==> src/rtl/im_boot_loader.sv <==
// Boot loader: receives a counted, XOR-checksummed byte image and writes it into
// instruction memory as little-endian words. The processor stays in reset until the image verifies.
module im_boot_loader #(
   parameter int ADDR_W = 7,
   parameter int DATA_W = 32,
   parameter int DEPTH  = 128
) (
   input  logic              clk,
   input  logic              rst,
   input  logic [7:0]        s_data,
   input  logic              s_valid,
   output logic              s_ready,
   input  logic              reload,
   output logic              im_we,
   output logic [ADDR_W-1:0] im_addr,
   output logic [DATA_W-1:0] im_din,
   output logic              cpu_rst,
   output logic              done,
   output logic              err
);

   typedef enum logic [2:0] {
      ST_IDLE,
      ST_LOAD,
      ST_CHECK,
      ST_DONE,
      ST_ERROR
   } state_t;

   state_t              r_state;
   logic [7:0]          r_count;
   logic [7:0]          r_csum;
   logic [7:0]          r_word_idx;
   logic [1:0]          r_byte_idx;
   logic [DATA_W-1:0]   r_word;
   logic                r_we;
   logic [ADDR_W-1:0]   r_addr;
   logic [DATA_W-1:0]   r_din;
   logic                r_cpu_rst;
   logic                r_done;
   logic                r_err;

   logic                w_ready;
   logic                w_xfer;
   logic [DATA_W-1:0]   w_word;
   logic [7:0]          w_word_next;
   logic                w_too_big;

   always_comb begin
      w_ready     = (r_state == ST_IDLE) || (r_state == ST_LOAD) || (r_state == ST_CHECK);
      w_xfer      = s_valid && w_ready;
      w_word_next = r_word_idx + 8'd1;
      w_too_big   = ({24'd0, s_data} > 32'(DEPTH));
      // Incoming byte merged into its lane so the completed word is available in the same cycle.
      w_word = r_word;
      case (r_byte_idx)
         2'd0:    w_word[7:0]   = s_data;
         2'd1:    w_word[15:8]  = s_data;
         2'd2:    w_word[23:16] = s_data;
         default: w_word[31:24] = s_data;
      endcase
   end

   always_ff @(posedge clk or posedge rst) begin
      if (rst) begin
         r_state    <= ST_IDLE;
         r_count    <= '0;
         r_csum     <= '0;
         r_word_idx <= '0;
         r_byte_idx <= '0;
         r_word     <= '0;
         r_we       <= 1'b0;
         r_addr     <= '0;
         r_din      <= '0;
         r_cpu_rst  <= 1'b1;
         r_done     <= 1'b0;
         r_err      <= 1'b0;
      end else begin
         r_we <= 1'b0;
         case (r_state)
            ST_IDLE: begin
               if (w_xfer) begin
                  if (w_too_big) begin
                     r_state <= ST_ERROR;
                     r_err   <= 1'b1;
                  end else if (s_data == 8'd0) begin
                     r_state <= ST_CHECK;
                  end else begin
                     r_count    <= s_data;
                     r_byte_idx <= '0;
                     r_word_idx <= '0;
                     r_csum     <= '0;
                     r_state    <= ST_LOAD;
                  end
               end
            end
            ST_LOAD: begin
               if (w_xfer) begin
                  r_csum     <= r_csum ^ s_data;
                  r_word     <= w_word;
                  r_byte_idx <= r_byte_idx + 2'd1;
                  if (r_byte_idx == 2'd3) begin
                     r_we       <= 1'b1;
                     r_addr     <= ADDR_W'(r_word_idx);
                     r_din      <= w_word;
                     r_word_idx <= w_word_next;
                     if (w_word_next == r_count) begin
                        r_state <= ST_CHECK;
                     end
                  end
               end
            end
            ST_CHECK: begin
               if (w_xfer) begin
                  if (s_data == r_csum) begin
                     r_state   <= ST_DONE;
                     r_done    <= 1'b1;
                     r_cpu_rst <= 1'b0;
                  end else begin
                     r_state <= ST_ERROR;
                     r_err   <= 1'b1;
                  end
               end
            end
            ST_DONE, ST_ERROR: begin
               if (reload) begin
                  r_state    <= ST_IDLE;
                  r_cpu_rst  <= 1'b1;
                  r_done     <= 1'b0;
                  r_err      <= 1'b0;
                  r_count    <= '0;
                  r_csum     <= '0;
                  r_word_idx <= '0;
                  r_byte_idx <= '0;
                  r_word     <= '0;
               end
            end
            default: r_state <= ST_IDLE;
         endcase
      end
   end

   assign s_ready = w_ready;
   assign im_we   = r_we;
   assign im_addr = r_addr;
   assign im_din  = r_din;
   assign cpu_rst = r_cpu_rst;
   assign done    = r_done;
   assign err     = r_err;

endmodule

==> config.mk <==
export PLATFORM = sky130hd
export DESIGN_NAME = im_boot_loader
export DESIGN_NICKNAME = d
export VERILOG_FILES = /design/src/rtl/im_boot_loader.sv
export SDC_FILE = /design/constraint.sdc
export NUM_CORES = 1
export LEC_CHECK = 0
export ABC_AREA = 1
export CAP_MARGIN = 20
export CORE_MARGIN = 2
export CORE_UTILIZATION = 45
export DETAILED_ROUTE_END_ITERATION = 7
export PLACE_DENSITY = 0.73
export SLEW_MARGIN = 20
export SYNTH_ARGS = -nofsm -noshare
export SYNTH_HDL_FRONTEND = slang
export SYNTH_SLANG_ARGS = --single-unit
==> constraint.sdc <==
create_clock -name clk -period 8.85 [get_ports clk]
set_clock_uncertainty 0.15 [all_clocks]
set_input_delay 1.3275 -clock clk [delete_from_list [all_inputs] [get_ports clk]]
set_output_delay 1.3275 -clock clk [all_outputs]
set_load 0.005 [all_outputs]
==> flow_summary.rst <==
.. list-table::
   :header-rows: 1

   * - Metric
     - Value
   * - Element type at the critical path start
     - input pin
   * - Core Region
     - roughly 10000 sq um
   * - Cell area after technology mapping
     - 4640 sq um
   * - Maximum capacitance violations
     - 0
   * - Share of synthesized area occupied by flip-flops and latches
     - 0.518
   * - CTS hold repair buffers
     - 0
   * - CTS Buf Count
     - 9
   * - Clock latency on the worst-skew pair
     - ~380 ps
   * - RSZ-0062 raised after global routing
     - false
   * - Crit. End Element
     - flip-flop
   * - Cell type of the slowest stage on the worst timing path
     - sky130_fd_sc_hd__clkdlybuf4s50_1
   * - Fin. Hold Viols
     - 0
   * - Leakage
     - about 2.7 nW
   * - Number of antenna repair diodes
     - 0
   * - Power density of the placed cells
     - between 200 and 250 nW/um^2
   * - Launching point of the worst reg2reg path
     - r_state[1]
   * - Clock network power share
     - 0.234
   * - Die width
     - 106 um
   * - Number of DRC markers after the initial detailed-route iteration
     - 213
   * - First-pass detailed-route iteration total
     - 4
   * - Count of yosys warnings during synthesis
     - 0
   * - Post_cts resized
     - 0
   * - Number of buffers inserted by port buffering
     - 55
   * - Area Overhead vs Synth
     - 18.2%
   * - Worst VDD drop
     - approximately 95 uV
   * - Time the worst path needs with I/O delays and setup
     - approximately 3600 ps
   * - Crit path kind
     - in2reg
   * - Type of the most critical hold path
     - reg2reg
   * - Setup-violating endpoint count in the final report
     - 0
   * - DPL Wire Length
     - around 7 mm
   * - Synth Register Bits
     - 96
   * - Total internal power
     - slightly below 0.8 mW
   * - Maximum frequency from static timing analysis
     - 281 MHz
   * - Post-Place Setup Slack
     - about 4900 ps
   * - Global route overflow
     - 0
   * - Ports
     - 56
   * - WP data arrival
     - roughly 3700 ps
   * - TritonCTS sink count
     - 96
   * - Number of routed nets with antenna violations
     - 0
   * - Number of design rule violations left after detail routing
     - 0
   * - Setup Buffers After CTS
     - 0
   * - Crit-path max FO
     - 58
   * - Cell-by-cell trace of the critical path
     - clkdlybuf4s50_1 -> inv_1 -> nor2_8 -> inv_2 -> nor2_2 -> buf_4 -> inv_2 -> nor2_1 -> inv_1 -> o21a_1
   * - Switching share of power
     - 0.380
   * - H-tree levels
     - 3
   * - Share of final-layout standard cells stronger than drive strength 1
     - 0.0689
   * - Detail-routed net length per standard cell
     - ~13 um
   * - TritonCTS clock tree
     - done
   * - Relative slew slack
     - 0.428
   * - Final-report max-slew violation count
     - 0
   * - Run status
     - completed
   * - Placer's final routability congestion estimate
     - about 0.86
   * - Startpoint of the most critical setup path
     - s_valid
   * - Overall power consumption
     - between 1 and 1.5 mW
   * - Post-synthesis cell count
     - 584
   * - Buffers from clock root to sink, at most
     - 2
   * - Cell row count
     - 37
   * - Slowest cell delay on critical path
     - about 500 ps
   * - Final wirelength
     - just over 10 mm
   * - Worst-case setup margin in the final layout
     - 5280 ps
   * - Vertical extent of the die
     - roughly 110 um
   * - Worst Tran Pin Value
     - between 800 and 900 ps
   * - Final setup TNS
     - 0 ps
   * - Syn Area/Cell
     - just under 8 sq um
   * - Initial antenna violation count
     - 0
   * - Via count of the first global-routing pass
     - ~3800
   * - Min-Delay Startpoint
     - im_din[8]
   * - Power dissipated by switching net loads
     - approximately 0.49 mW
   * - Wire length of the first global-routing pass
     - between 15 and 20 mm
   * - Synthesized Nets
     - ~600
   * - Total global routing track utilization
     - 0.201
   * - Initial standard-cell utilization of the core
     - 0.456
   * - CTS clk-pin slew, worst paths
     - about 100 ps
   * - Fillcell total
     - 960
   * - CP required
     - between 8000 and 9000 ps
   * - Seq pwr share
     - 0.433
   * - Relative contribution of combinational cells to total power
     - 0.333
   * - Worst hold-check slack
     - between 300 and 400 ps
   * - Final clock period utilization by the worst path
     - 0.403
   * - Number of distinct library cells after synthesis
     - 33
   * - Detailed-route vias per instance
     - roughly 4.9
   * - Area of the die
     - between 10000 and 15000 sq um
   * - Final net count
     - between 600 and 700
   * - Largest net degree at the start of global routing
     - 62
   * - Buffer cell driving the clock tree root
     - sky130_fd_sc_hd__clkbuf_8
   * - Via total after detailed routing
     - ~3800
[cell usage in the layout (no fill, tap or decap), types with 2 or more instances in the layout]
master,instances
sky130_fd_sc_hd__xor2_1,5
sky130_fd_sc_hd__clkinvlp_4,2
sky130_fd_sc_hd__nand3_4,2
sky130_fd_sc_hd__o21a_1,2
sky130_fd_sc_hd__inv_2,7
sky130_fd_sc_hd__buf_4,2
sky130_fd_sc_hd__nand2_2,2
sky130_fd_sc_hd__o22ai_1,6
sky130_fd_sc_hd__clkbuf_8,10
sky130_fd_sc_hd__nand2_4,2
sky130_fd_sc_hd__o21ai_0,49
sky130_fd_sc_hd__nor2_2,2
sky130_fd_sc_hd__nand2_1,232
sky130_fd_sc_hd__nor3_1,2
sky130_fd_sc_hd__inv_1,65
sky130_fd_sc_hd__a21oi_1,4
sky130_fd_sc_hd__xnor2_1,5
sky130_fd_sc_hd__o21ai_1,15
sky130_fd_sc_hd__clkdlybuf4s50_1,55
sky130_fd_sc_hd__a21oi_4,2
sky130_fd_sc_hd__ha_1,5
sky130_fd_sc_hd__or2_2,4
sky130_fd_sc_hd__dfrtp_1,95
sky130_fd_sc_hd__nor2_1,15
sky130_fd_sc_hd__nand3_1,36
[metal layers]
layer,wire length [um],global-route usage
met5,0,0
met4,160,0.0752
met3,614,0.0433
met2,4640,0.312
met1,4850,0.277
[final cells by class]
type | count | area, sq um | area share
clock inverter | 5 | 65.1 | 0.0119
tap | 136 | 170 | 0.0310
inverter | 74 | 282 | 0.0513
timing repair buffer | 57 | 566 | 0.103
sequential | 96 | 2400 | 0.438
multi-input combinational | 396 | 1860 | 0.339
clock buffer | 11 | 141 | 0.0258
[cell families after synthesis]
logic type	count (synthesis)	synth area share
AOI/OAI and AO/OA	81	0.0970
xor gates and xnor gates	10	0.0189
adders and majority gates	5	0.0135
buffers and inverters	92	0.0819
DFF	96	0.518
and+or+nand+nor	300	0.271
[synth_stat cells (all sizes together)]
cell | instances | area [sq um]
nand2 | 236 | 906
dfrtp | 95 | 2380
inv | 74 | 280
o21ai | 65 | 329
nand3 | 38 | 215
nor2 | 18 | 88.8
buf | 10 | 70.1
clkbuf | 8 | 30.0
a21oi | 7 | 61.3
o22ai | 6 | 37.5
ha | 5 | 62.6
xnor2 | 5 | 43.8
xor2 | 5 | 43.8
or2 | 4 | 25.0
nor3 | 2 | 10.0
o21a | 2 | 15.0
dfstp | 1 | 26.3
nand3b | 1 | 7.51
nand4 | 1 | 6.26
o21bai | 1 | 7.51
[power groups by stage]
stage	combinational, mW	clock (mW)	sequential [mW]
after floorplan	0.320	0	0.554
after global placement	0.415	0	0.559
after detailed placement	0.428	0	0.564
after CTS	0.431	0.310	0.555
after global routing	0.491	0.326	0.563
final	0.428	0.300	0.555
[worst paths after layout]
path	endpoint	slack [ps]	cells past startpoint
max	im_addr[0]	5280	10
min	im_din[8]	330	2
max reg2reg	im_addr[0]	6170	10
min reg2reg	im_din[8]	330	2
max in group asynchronous	r_word[5]	6170	3
min in group asynchronous	im_din[3]	1190	2
[metrics by stage]
stage                     std cells  instance area (sq um)   util
after global routing            775                   5490  0.539
final                           775                   5490  0.539
after detailed placement        759                   5280  0.518
after CTS                       775                   5490  0.539
after floorplan                 584                   4640      -
after global placement          759                   5280  0.518
[sequential cells by signal, indices dropped and copies added, names as in the netlist, 2 cells and up]
| register | count |
|---|---|
| r_word_idx | 8 |
| r_state | 3 |
| r_byte_idx | 2 |
| r_word | 24 |
| im_addr | 7 |
| r_csum | 8 |
| im_din | 32 |
| r_count | 8 |
[critical path, delay by kind of cell]
family	cells	cell delay, ps
buffers and inverters	6	1580
AND/OR/NAND/NOR	3	650
AO/OA/AOI/OAI	1	100
Note: power is estimated with default switching activity, not from simulation.
==> RTL change: new RTL, config.mk and constraints unchanged <==
Encoding of `state_t`: now one-hot (5 bits for 5 states).
--- a/src/rtl/im_boot_loader.sv
+++ b/src/rtl/im_boot_loader.sv
@@ -20,10 +20,10 @@
 );
 
-   typedef enum logic [2:0] {
-      ST_IDLE,
-      ST_LOAD,
-      ST_CHECK,
-      ST_DONE,
-      ST_ERROR
+   typedef enum logic [4:0] {
+      ST_IDLE  = 5'b00001,
+      ST_LOAD  = 5'b00010,
+      ST_CHECK = 5'b00100,
+      ST_DONE  = 5'b01000,
+      ST_ERROR = 5'b10000
    } state_t;
 
Behaviour: same outputs for any inputs over 4 cycles, from zero or initial values and one cycle with rst high; so few cycles prove little.
==> RTL change against the original RTL <==
Sequential power is 12% higher; setup slack worse by 0.24 ns; cell area is 5.9% higher; wire length is 10% higher; sequential cell count is 6 higher; sequential share of layout area is 0.17 points higher; synthesized area is 7.2% higher; largest power group unchanged; power is 14% higher; critical endpoint is now s_ready; combinational power is 17% higher; critical path type is now reg -> out; clock power is 13% higher; critical path depth is 4 lower.
==> RTL change: results (changes against the original RTL) <==
[status] result of the run finished, final reports clean
[placed_design] detailed placement HPWL 7.94 mm [+11%]
[synthesis] nets in the synthesized netlist 611 [+1.7%]
[critical_path] largest stage delay on the critical path 0.52 ns [+0.02 ns]
[power_and_ir_drop] leakage power 2.70 nW [+1.3%]
[power_and_ir_drop] VDD IR max 0.106 mV [+11%]
[global_routing] GR Layer Usage met3 0.0389 [-0.00444]
[critical_path] signal arrival time at the worst endpoint 2.32 ns [-1.37 ns]
[critical_path] largest driver fanout on the critical path 6 [-90%]
[routing] iteration count of the initial detailed-routing pass 5 [+1]
[global_routing] all-layer global routing usage 0.204 [+0.00375]
[global_routing] pin count of the biggest net entering global routing 76 [+23%]
[global_routing] via count of the first global-routing pass 3883 [+3.1%]
[critical_path] Crit Reg-Reg Startpoint r_state[3]
[synthesis] count of synthesis-stage warnings from yosys 0 [unchanged]
[timing] worst slew margin relative to its limit 0.406 [-0.0223]
[synthesis] most frequent cells after synthesis sky130_fd_sc_hd__nand2_1 (214), sky130_fd_sc_hd__dfrtp_1 (100), sky130_fd_sc_hd__o21ai_0 (47)
[critical_path] Worst Reg2Reg Path Length in Cells 7 [-3]
[placed_design] Placement Cell Area 5560 sq um [+5.3%]
[critical_path] endpoint of the most critical register-to-register path im_din[17]
[synthesis] cell types occupying the most area after synthesis sky130_fd_sc_hd__dfrtp_1 (50%), sky130_fd_sc_hd__nand2_1 (16%), sky130_fd_sc_hd__o21ai_0 (4.7%)
[routing] ratio of routed vias to standard cells 5.29 [+8.1%]
[routing] iteration-0 DRC count of the detailed router 264 [+24%]
[finish] final net count 654 [+0.46%]
[placed_design] global placer's final weighted congestion 0.855 [-0.77%]
[finish] # fillers 1042 [+8.5%]
[global_routing] met2 routing resource usage after global routing 0.312 [+0.000352]
[global_routing] first-pass GRT wire length 19.0 mm [+7.0%]
[finish] layout cells sized above 1 0.0748 [+0.00591]
[global_routing] met1 usage 0.297 [+0.0199]
[critical_path] reg-to-reg setup timing slack 5.93 ns [-0.24 ns]
[finish] layout-stage area growth over the synthesis result 16.7%
[worst_hold_path] endpoint of the worst hold path r_word[16]
[routing] routed len/inst 14.5 um [+9.1%]
[worst_hold_path] Hold Path Origin r_word[16]
[synthesis] distinct cell type count of the synthesized netlist 34 [+3.0%]
[critical_path] Crit-path slowest cell sky130_fd_sc_hd__nor3_1
[synthesis] sequential area share after synthesis 0.513 [-0.00446]
[RTL change: how the worst max path moves through the flow]
stage	cells after the start	startpoint	slack (ns)	endpoint
after global routing	6	r_state[4]	4.87	s_ready
after detailed placement	5	s_valid	5.38	im_din[18]
after global placement	5	s_valid	5.42	im_din[17]
after CTS	6	r_state[4]	5.03	s_ready
final	6	r_state[4]	5.05	s_ready
after floorplan	1	rst	4.70	done
[RTL change: cell type report]
| cell class | count | area share |
|---|---|---|
| Sequential cell | 102 | 0.440 |
| Timing Repair Buffer | 58 | 0.0999 |
| Inverter | 42 | 0.0278 |
| Clock inverter | 6 | 0.0162 |
| Clock buffer | 10 | 0.0237 |
| Tap cell | 140 | 0.0302 |
| Multi-Input combinational cell | 424 | 0.362 |
[RTL change: power breakdown]
group          leakage [nW]  internal [mW]  switching [mW]
registers              1.38          0.556          0.0638
logic                  1.21          0.171           0.329
clock network         0.113          0.169           0.169
[RTL change: metrics by stage]
stage | setup WS, ns | cells | power, mW | hold WS (ns)
2_1_floorplan | 4.70 | 594 | 1.00 | 0.296
3_3_place_gp | 5.42 | 765 | 1.10 | 0.306
3_5_place_dp | 5.38 | 765 | 1.12 | 0.313
4_1_cts | 5.03 | 781 | 1.46 | 0.336
5_1_grt | 4.87 | 782 | 1.55 | 0.360
6_report | 5.05 | 782 | 1.46 | 0.332
[RTL change: layer usage]
layer,wire length [um],vias up
met5,0,-
li1,-,2025
met4,168,0
met3,628,16
met1,5530,1964
met2,4980,129
[RTL change: cells by family (layout without fill, tap and decap cells)]
kind of cell,count (synthesis),after routing,synth area share
AOI/OAI and AO/OA,113,113,0.135
xor gates and xnor gates,10,10,0.0176
adders and majority gates,5,5,0.0126
buffers and inverters,68,116,0.0638
DFF,102,102,0.513
and+or+nand+nor,296,296,0.258
[RTL change: critical path, delay by kind of cell, from the launching register on]
family	cells	cell delay, ns
buf+inv	3	0.65
simple gates	3	0.82
flops	1	0.49
